==> src/rtl/fifo_rd_drain.sv <==
// Read-side drain controller: pulls words from a synchronous FIFO into a
// 2-entry output buffer and streams them out on valid/ready.
// Optional delivered-word counter is built when FIFO_RD_CNT_EN is defined.
module fifo_rd_drain #(
   parameter int DATA_W = 8,
   parameter int CNT_W  = 16
) (
   input  logic              clk,
   input  logic              rst,
   input  logic              enable,
   input  logic              empty,
   input  logic [DATA_W-1:0] rdata,
   output logic              rd_en,
   output logic [DATA_W-1:0] m_data,
   output logic              m_valid,
   input  logic              m_ready,
   output logic              busy
`ifdef FIFO_RD_CNT_EN
   ,
   output logic [CNT_W-1:0]  rd_cnt
`endif
);

   typedef enum logic [1:0] {
      IDLE,
      RUN,
      DRAIN
   } state_e;

   state_e            state_q, state_d;
   logic [1:0]        occ_q, occ_d;
   logic              infl_q, infl_d;
   logic [DATA_W-1:0] buf0_q, buf0_d;
   logic [DATA_W-1:0] buf1_q, buf1_d;

   logic              pop;
   logic [2:0]        fill;
   logic [DATA_W-1:0] head;
   logic [DATA_W-1:0] nxt1;

   // The landing word is visible in its arrival cycle, so an empty buffer
   // forwards rdata straight to the stream.
   assign head    = (occ_q != 2'd0) ? buf0_q : rdata;
   assign nxt1    = (occ_q == 2'd2) ? buf1_q : rdata;
   assign m_valid = (occ_q != 2'd0) || infl_q;
   assign m_data  = m_valid ? head : '0;
   assign pop     = m_valid && m_ready;
   assign fill    = {1'b0, occ_q} + {2'b00, infl_q};
   assign rd_en   = (state_q == RUN) && !empty
                 && (fill <= ({2'b00, pop} + 3'd1));
   assign busy    = (state_q != IDLE);

   // Next-state for the FSM and the output buffer.
   always_comb begin
      state_d = state_q;
      infl_d  = rd_en;
      occ_d   = occ_q + {1'b0, infl_q} - {1'b0, pop};
      buf0_d  = buf0_q;
      buf1_d  = buf1_q;
      if (infl_q || pop) begin
         buf0_d = pop ? nxt1  : head;
         buf1_d = pop ? rdata : nxt1;
      end
      unique case (state_q)
         IDLE: begin
            if (enable) state_d = RUN;
         end
         RUN: begin
            if (!enable) state_d = DRAIN;
         end
         DRAIN: begin
            if (enable) state_d = RUN;
            else if (occ_q == 2'd0 && !infl_q) state_d = IDLE;
         end
         default: state_d = IDLE;
      endcase
   end

   // State, occupancy and buffer registers.
   always_ff @(posedge clk or negedge rst) begin
      if (!rst) begin
         state_q <= IDLE;
         occ_q   <= 2'd0;
         infl_q  <= 1'b0;
         buf0_q  <= '0;
         buf1_q  <= '0;
      end else begin
         state_q <= state_d;
         occ_q   <= occ_d;
         infl_q  <= infl_d;
         buf0_q  <= buf0_d;
         buf1_q  <= buf1_d;
      end
   end

`ifdef FIFO_RD_CNT_EN
   logic [CNT_W-1:0] cnt_q, cnt_d;

   assign cnt_d  = cnt_q + {{(CNT_W-1){1'b0}}, pop};
   assign rd_cnt = cnt_q;

   // Delivered-word counter, wraps naturally.
   always_ff @(posedge clk or negedge rst) begin
      if (!rst) cnt_q <= '0;
      else      cnt_q <= cnt_d;
   end
`else
   logic unused_cfg;
   assign unused_cfg = (CNT_W > 0);
`endif

endmodule

==> config.mk <==
export PLATFORM = sky130hd
export DESIGN_NAME = fifo_rd_drain
export DESIGN_NICKNAME = d
export VERILOG_FILES = /design/src/rtl/fifo_rd_drain.sv
export SDC_FILE = /design/constraint.sdc
export NUM_CORES = 1
export LEC_CHECK = 0
export CAP_MARGIN = 20
export CORE_UTILIZATION = 40
export DETAILED_ROUTE_END_ITERATION = 7
export DONT_BUFFER_PORTS = 1
export GPL_ROUTABILITY_DRIVEN = 0
export GPL_TIMING_DRIVEN = 0
export SETUP_SLACK_MARGIN = 0.1
export SLEW_MARGIN = 25
export SYNTH_ARGS = -nofsm -noshare
export SYNTH_HDL_FRONTEND = slang
export SYNTH_SLANG_ARGS = --single-unit
==> constraint.sdc <==
create_clock -name clk -period 5.88 [get_ports clk]
set_clock_uncertainty 0.1 [all_clocks]
set_input_delay 0.882 -clock clk [delete_from_list [all_inputs] [get_ports clk]]
set_output_delay 0.882 -clock clk [all_outputs]
set_load 0.005 [all_outputs]
==> results of run 1 <==
==> through the flow <==
stage          setup slack [ns]  std cells  power [mW]  hold WS, ns
2_1_floorplan             2.966        107      0.4898       0.3582
3_3_place_gp              2.809        138      0.5437       0.3767
3_5_place_dp              2.770        138      0.5580       0.3874
4_1_cts                   2.412        142      0.6295       0.1395
5_1_grt                   2.220        142      0.6809       0.1100
6_report                  2.434        142      0.6204       0.1461
==> power groups by stage <==
stage | Combinational, mW | Sequential [mW] | Clock [mW]
after global placement | 0.293 | 0.251 | 0
after floorplan | 0.247 | 0.243 | 0
after CTS | 0.303 | 0.252 | 0.0735
after detailed placement | 0.303 | 0.255 | 0
after global routing | 0.335 | 0.264 | 0.0816
final | 0.297 | 0.253 | 0.0704
==> kinds of logic after synthesis <==
logic type | after synthesis | synth area share
XOR/XNOR | 1 | 0.007677
buffers and inverters | 10 | 0.03948
AO/OA/AOI/OAI | 24 | 0.1711
flip-flops | 21 | 0.4605
AND/OR/NAND/NOR | 37 | 0.1700
multiplexers | 8 | 0.07895
adder cells (fa/ha/maj) | 6 | 0.07237
==> synth_stat cells, drive strengths merged (2+ instances only) <==
| cell type | number | area, um2 |
|---|---|---|
| dfrtp | 21 | 525.5 |
| nand2 | 19 | 71.32 |
| a221o | 8 | 80.08 |
| and2 | 8 | 50.05 |
| mux2 | 8 | 90.09 |
| o21ai | 8 | 40.04 |
| inv | 7 | 26.28 |
| ha | 5 | 62.56 |
| a21oi | 4 | 31.28 |
| and4bb | 2 | 25.02 |
| clkbuf | 2 | 7.510 |
| nand2b | 2 | 12.51 |
| or2 | 2 | 12.52 |
==> critical path: cells and delay by family, from the launching register on <==
family	cells	cell delay, ns
compound gates	2	0.18
fa+ha+maj	1	0.53
buf+inv	1	0.06
flops	1	0.48
simple gates	3	0.90
==> layer usage <==
| layer | GRT usage | wire length [um] | part of all wire |
|---|---|---|---|
| met4 | 0.04286 | 16 | 0.0070 |
| met3 | 0.05855 | 117 | 0.051 |
| met5 | 0 | 0 | 0 |
| met1 | 0.1967 | 991 | 0.44 |
| met2 | 0.2840 | 1147 | 0.50 |
==> area by class of cell <==
cell class	instances	area, um2
Buffer	3	18.77
Clock buffer	4	26.28
Fill cell	274	1528
Inverter	7	26.28
Multi-Input combinational cell	76	570.5
Tap cell	31	38.79
Sequential cell	21	525.5
==> flip-flops by register name, indices dropped and copies added, names as in the netlist <==
name     cells
buf1_q       8
occ_q        2
infl_q       1
buf0_q       8
state_q      2
==> how the worst min path moves through the flow <==
stage	startpoint	to	slack (ns)	cells past startpoint
after floorplan	state_q[1]	state_q[0]	0.36	1
after global placement	state_q[1]	state_q[0]	0.38	1
after detailed placement	buf1_q[3]	buf1_q[3]	0.39	1
after CTS	rst	buf0_q[2]	0.14	0
after global routing	rst	buf0_q[2]	0.11	0
final	rst	buf0_q[2]	0.15	0
==> placed cells by master, fill, tap and decap left out, drive strengths merged <==
master,synthesis,routed
or2,2,2
a31oi,1,1
o21ai,8,8
and4bb,2,2
a21o,1,1
a21oi,4,4
ha,5,5
a21boi,1,1
inv,7,7
clkbuf,2,6
nor2,1,1
o31a,1,1
mux2,8,8
buf,1,1
or3,1,1
nand2,19,19
nand2b,2,2
fa,1,1
nor3,1,1
nand3b,1,1
a221o,8,8
dfrtp,21,21
and2,8,8
xnor2,1,1
==> results_dict.tcl, run 1 <==
set metrics [dict create \
    clk_pin_slew_worst_paths_ns 0.12 \
    synth_warnings 0 \
    p_sw_mw 0.2397 \
    drc_errors 0 \
    cts_buffers 3 \
    ctsHtreeMaxLevel 1 \
    cts_sinks 21 \
    relSlewSlack 0.5876 \
    grt_overflow 0 \
    coreArea_um2 2734 \
    utilization 0.4412 \
    ys_seq_area_frac 0.4605 \
    grt_start_max_net_pins 22 \
    syn_inst 107 \
    rsz0062_at_grt "false" \
    placed_area_um2 1180 \
    critPathRequiredTime_ns 4.90 \
    die_w_um 55.41 \
    ctsHoldBuffers 0 \
    slowest_delay_ns 0.53 \
    wirelength_um 2272 \
    antenna_found_initial 0 \
    crit_start "occ_q[1]" \
    hpwl_um 1583 \
    drv_cap 0 \
    viasPerCell 5.718 \
    power.leakage_nw 0.5238 \
    period_share 0.5860 \
    syn_to_final_growth_pct 5.702 \
    drt-pass1-iter-count 4 \
    drt_iter0_drc 40 \
    crit_chain "or3_1 > nand2_1 > inv_1 > fa_1 > o31a_1 > a21oi_1 > nor3_1" \
    ir_worst_vdd_uv 245.9 \
    cts_setup_buffers 0 \
    combPwrFrac 0.479 \
    start_util 0.4174 \
    clockRootBuffer "clkbuf_4" \
    path_class "reg2out" \
    endpoint "rd_en" \
    period_minus_slack_ns 3.446 \
    wl_per_cell_um 16.00 \
    synth_cell_types 26 \
    p_int_mw 0.3807 \
    fmax_ghz 0.2902 \
    postSynthAreaPerCell_um2 10.66 \
    start_kind "register" \
    drive_above_1_share 0.1622 \
    fin_tns_setup_ns 0 \
    cts_tree "done" \
    vias 812 \
    r2r_setup_slack_ns 3.51 \
    grt_pass1_wl_um 3870 \
    postLayoutCellArea_um2 1206 \
    path_max_fanout 8 \
    p_clk_frac 0.113 \
    final-max-slew-violation-count 0 \
    ctsResizeCount 0 \
    switching_share 0.3863 \
    worst-r2r-cell-count 7 \
    r2r-start "occ_q[1]" \
    synth_fp_nets 126 \
    powerDensity_nw_per_um2 514.4 \
    seqPwrFrac 0.407 \
    cp.arrival_ns 2.46 \
    cp_slowest_cell "fa_1" \
    layout.nets 131 \
    netlist_area_um2 1141 \
    synth-edff-count 0 \
    async_reset_ff_frac 1.000 \
    portBuffers 0 \
    grt_usage 0.1656 \
    ant_nets 0 \
    hp-class "in2async" \
    setup_viol 0 \
    ys.flop_type "dfrtp_1" \
    fp.dieH_um 55.41 \
    diodes 0 \
    clock_latency_ns 0.31 \
    r2r-end "infl_q" \
    status "complete, no violations" \
    rows 19 \
    grt_pass1_vias 803 \
    hold_viol 0 \
    cp-end-kind "output pin" \
    worst_pin_slew_ns 0.6167 \
    clockBufferDepth 2 \
    die-area_um2 3070 \
    ys_ff_latch 21 \
    boundaryPins 24 \
]
No activity file was read; power rests on OpenSTA's default activity.
==> inputs of run 2 (changes only) <==
==> constraint.sdc (replaced) <==
create_clock -name clk -period 3.3 [get_ports clk]
set_clock_uncertainty 0.1 [all_clocks]
set_input_delay 0.495 -clock clk [delete_from_list [all_inputs] [get_ports clk]]
set_output_delay 0.495 -clock clk [all_outputs]
set_load 0.005 [all_outputs]
==> results_dict.tcl, run 2 (synthesis results as in run 1) <==
set metrics [dict create \
    status "complete, no violations" \
    hold_viol 0 \
    rows 19 \
    mostFrequentLayoutCells "dfrtp_1, nand2_1" \
    p_clk_frac 0.111 \
    drv_cap 0 \
    vias 815 \
    fin_ws_ns 0.3032 \
    wirelength_um 2292 \
    rsz0062_at_grt "false" \
    diodes 0 \
    maxUsedRoutingLayer "met4" \
    fin_tns_setup_ns 0 \
    wl_per_cell_um 16.03 \
    portBuffers 0 \
    m1WireLength_um 985 \
    syn_to_final_growth_pct 7.127 \
    largestRegisters "buf0_q (8), buf1_q (8)" \
    worst_pin_slew_ns 0.6154 \
    cts_sinks 21 \
    path_max_fanout 8 \
    final-max-slew-violation-count 0 \
    p_sw_mw 0.4361 \
    start_kind "register" \
    wl_met3_um 125 \
    power.leakage_nw 0.5287 \
    die_w_um 55.41 \
    clk_pin_slew_worst_paths_ns 0.12 \
    ctsHtreeMaxLevel 1 \
    period_share 0.9081 \
    switching_share 0.3882 \
    relSlewSlack 0.5885 \
    seqPwrFrac 0.403 \
    route.met2.wl_um 1159 \
    cts_tree "done" \
    drive_above_1_share 0.1964 \
    start_util 0.4174 \
    period_minus_slack_ns 2.997 \
    clock_latency_ns 0.31 \
    grt_usage 0.1656 \
    boundaryPins 24 \
    antenna_found_initial 0 \
    fp.dieH_um 55.41 \
    hold_slack_ns 0.02027 \
    grt_start_max_net_pins 22 \
    final_common_cell "dfrtp_1" \
    critPathRequiredTime_ns 2.70 \
    p_int_mw 0.6875 \
    cp-end-kind "output pin" \
    hpwl_um 1583 \
    viasPerCell 5.699 \
    die-area_um2 3070 \
    drt-pass1-iter-count 4 \
    layout.nets 132 \
    path_class "reg2out" \
    clockRootBuffer "clkbuf_4" \
    grt_pass1_wl_um 3864 \
    fillers 273 \
    clockBufferDepth 2 \
    dp_slack_ns 0.5770 \
    combPwrFrac 0.486 \
    ant_nets 0 \
    grt_pass1_vias 803 \
    grt_overflow 0 \
    ir_worst_vdd_uv 436.1 \
    cts_setup_buffers 0 \
    drt_iter0_drc 36 \
    coreArea_um2 2734 \
    hp-class "in2async" \
    fmax_ghz 0.3337 \
    cts_buffers 3 \
    setup_viol 0 \
    powerDensity_nw_per_um2 919.2 \
    cp.arrival_ns 2.40 \
    drc_errors 0 \
]
run 2: changes by cell type in the layout (fill, tap and decap cells not counted), sizes merged:
| cell | delta |
|---|---|
| buf | +1 |
run 2: worst paths after layout:
| kind | from | to | slack (ns) | cells after the start |
|---|---|---|---|---|
| worst max-delay path | occ_q[1] | rd_en | 0.30 | 7 |
| worst min-delay path | rst | buf1_q[2] | 0.02 | 1 |
| worst max register to register | occ_q[1] | infl_q | 0.99 | 7 |
| worst min register to register | buf1_q[6] | buf1_q[6] | 0.41 | 1 |
| max in group asynchronous | rst | occ_q[1] | 2.74 | 1 |
| min in group clk | enable | state_q[1] | 0.14 | 1 |
run 2: what timing repair did:
action	4_1_cts	5_1_grt
hold endpoints to repair	21	0
resized for setup	0	3
hold buffers	1	0
endpoints found under the setup margin	0	1
run 2: critical path, stage by stage, from the launching register on:
cell and delay, ns:
dfrtp_2 0.48, or3_4 0.44, nand2_1 0.12, inv_1 0.06
fa_1 0.48, o31a_1 0.29, a21oi_1 0.15, nor3_2 0.08
run 2: metrics by stage:
step | area [um2] | utilization | std cells | total power, mW
finish | 1222 | 0.4471 | 143 | 1.124
global route | 1222 | 0.4471 | 143 | 1.235
CTS | 1216 | 0.4449 | 143 | 1.128
detailed placement | 1180 | 0.4316 | 138 | 0.9943
global placement | 1180 | 0.4316 | 138 | 0.9688
floorplan | 1141 | - | 107 | 0.8728
run 2: area by class of cell:
type | count | area [um2] | area share
plain buffers | 3 | 18.77 | 0.01535
inverters | 7 | 26.28 | 0.02149
flip-flops and latches | 21 | 526.8 | 0.4309
repair buffers | 1 | 5.005 | 0.004094
well taps | 31 | 38.79 | 0.03173
clock buffers | 4 | 26.28 | 0.02149
multi-input cells | 76 | 580.6 | 0.4749
run 2: metal layers:
layer | track usage | vias to the layer above
met5 | 0 | -
met4 | 0.04286 | 0
met3 | 0.05855 | 2
met2 | 0.2857 | 17
met1 | 0.1952 | 411
li1 | - | 385
run 2: power by group through the flow:
stage          combinational (mW)  sequential, mW  clock, mW
6_report                    0.546           0.453      0.125
5_1_grt                     0.616           0.474      0.145
4_1_cts                     0.547           0.450      0.131
3_5_place_dp                0.540           0.455          0
3_3_place_gp                0.522           0.447          0
2_1_floorplan               0.441           0.432          0
==> inputs of run 3 (changes only) <==
--- a/config.mk
+++ b/config.mk
@@ -5,12 +5,14 @@
 export SDC_FILE = /design/constraint.sdc
 export NUM_CORES = 1
 export LEC_CHECK = 0
-export CAP_MARGIN = 20
+export CAP_MARGIN = 15
 export CORE_UTILIZATION = 40
 export DETAILED_ROUTE_END_ITERATION = 7
 export DONT_BUFFER_PORTS = 1
 export GPL_ROUTABILITY_DRIVEN = 0
 export GPL_TIMING_DRIVEN = 0
+export MAX_ROUTING_LAYER = met4
+export RECOVER_POWER = 50
 export SETUP_SLACK_MARGIN = 0.1
 export SLEW_MARGIN = 25
 export SYNTH_ARGS = -nofsm -noshare
==> results_dict.tcl, run 3 (synthesis results as in run 1) <==
set metrics [dict create \
    status "complete, no violations" \
    layout.nets 132 \
    hp-class "in2reg" \
    final_common_cell "dfrtp_1" \
    hpwl_um 1583 \
    clockBufferDepth 2 \
    ant_nets 0 \
    clk_pin_slew_worst_paths_ns 0.12 \
    clock_latency_ns 0.31 \
    fin_tns_setup_ns 0 \
    largestRegisters "buf0_q (8), buf1_q (8)" \
    drv_cap 0 \
    seqPwrFrac 0.402 \
    drt-pass1-iter-count 4 \
    start_kind "register" \
    period_minus_slack_ns 3.023 \
    vias 817 \
    ir_worst_vdd_uv 435.8 \
    setup_viol 0 \
    grt_pass1_wl_um 3850 \
    grt_pass1_vias 808 \
    portBuffers 0 \
    period_share 0.9161 \
    wirelength_um 2273 \
    die-area_um2 3070 \
    powerDensity_nw_per_um2 920.4 \
    power.leakage_nw 0.5270 \
    fin_ws_ns 0.2770 \
    die_w_um 55.41 \
    fmax_ghz 0.3308 \
    rows 19 \
    drc_errors 0 \
    cts_sinks 21 \
    viasPerCell 5.713 \
    cts_setup_buffers 0 \
    register_area_um2 525.5 \
    drt_iter0_drc 35 \
    grt_usage 0.1698 \
    dp_slack_ns 0.5770 \
    cts_buffers 3 \
    cp-end-kind "output pin" \
    boundaryPins 24 \
    cts_tree "done" \
    p_sw_mw 0.4369 \
    multi_input_area_um2 580.6 \
    fp.dieH_um 55.41 \
    combPwrFrac 0.487 \
    clockRootBuffer "clkbuf_4" \
    relSlewSlack 0.2439 \
    antenna_found_initial 0 \
    start_util 0.4174 \
    ctsHtreeMaxLevel 1 \
    final-max-slew-violation-count 0 \
    grt_overflow 0 \
    grt_start_max_net_pins 22 \
    syn_to_final_growth_pct 6.908 \
    p_clk_frac 0.111 \
    mostFrequentLayoutCells "dfrtp_1, nand2_1" \
    switching_share 0.3891 \
    p_int_mw 0.6859 \
    drive_above_1_share 0.1786 \
    wl_per_cell_um 15.90 \
    worst_pin_slew_ns 1.134 \
    critPathRequiredTime_ns 2.70 \
    diodes 0 \
    path_max_fanout 8 \
    rsz0062_at_grt "false" \
    hold_viol 0 \
    path_class "reg2out" \
    coreArea_um2 2734 \
    fillers 275 \
    cp.arrival_ns 2.43 \
]
[run 3: cell types whose count changed in the layout (fill, tap and decap cells not counted), sizes merged]
cell,previous run,this run
clkbuf,6,7
buf,2,1
[run 3: worst paths after layout]
path | slack, ns | depth (start not counted) | startpoint | endpoint
min in group asynchronous | 0.27 | 1 | rst | occ_q[1]
min | 0.14 | 1 | enable | state_q[1]
min reg2reg | 0.41 | 1 | buf1_q[6] | buf1_q[6]
max in group asynchronous | 2.14 | 1 | rst | buf0_q[3]
max | 0.28 | 7 | occ_q[1] | rd_en
max reg2reg | 0.96 | 7 | occ_q[1] | infl_q
[run 3: power groups by stage]
stage / Sequential [mW] / Clock [mW] / Combinational (mW)
finish: 0.452 / 0.125 / 0.546
floorplan: 0.432 / 0 / 0.441
detailed placement: 0.455 / 0 / 0.540
global route: 0.472 / 0.145 / 0.615
CTS: 0.450 / 0.131 / 0.547
global placement: 0.447 / 0 / 0.522
[run 3: cell type report]
cell class                 instances  area share
clock buffer                       4     0.02154
tap                               31     0.03179
timing repair buffer               1    0.003077
multi-input combinational         76      0.4759
buffer                             3     0.01538
sequential                        21      0.4308
inverter                           7     0.02154
[run 3: what timing repair did]
item	4_1_cts	5_1_grt
hold buffers	1	0
endpoints found under the setup margin	0	1
hold endpoints to repair	21	0
gates resized for setup	0	3
[run 3: worst max-delay path: stages (launching register included)]
cell and delay, ns:
dfrtp_1 0.49, or3_4 0.46, nand2_1 0.12, inv_1 0.06
fa_1 0.48, o31a_1 0.29, a21oi_1 0.15, nor3_2 0.08
[run 3: metrics by stage]
step	instances	hold WS, ns	cell area [um2]	util	power [mW]
floorplan	107	0.09941	1141	-	0.8728
global placement	138	0.1001	1180	0.4316	0.9688
detailed placement	138	0.1001	1180	0.4316	0.9943
CTS	143	0.1283	1216	0.4449	1.128
global route	143	0.1122	1220	0.4462	1.233
finish	143	0.1425	1220	0.4462	1.123
[run 3: per-layer routing]
layer  GRT usage  up-vias  share of wire
met5           -        -              0
met3     0.06089        2          0.058
met2      0.2892       20           0.50
met4     0.04286        0         0.0066
met1      0.1891      409           0.43
li1            -      386              -
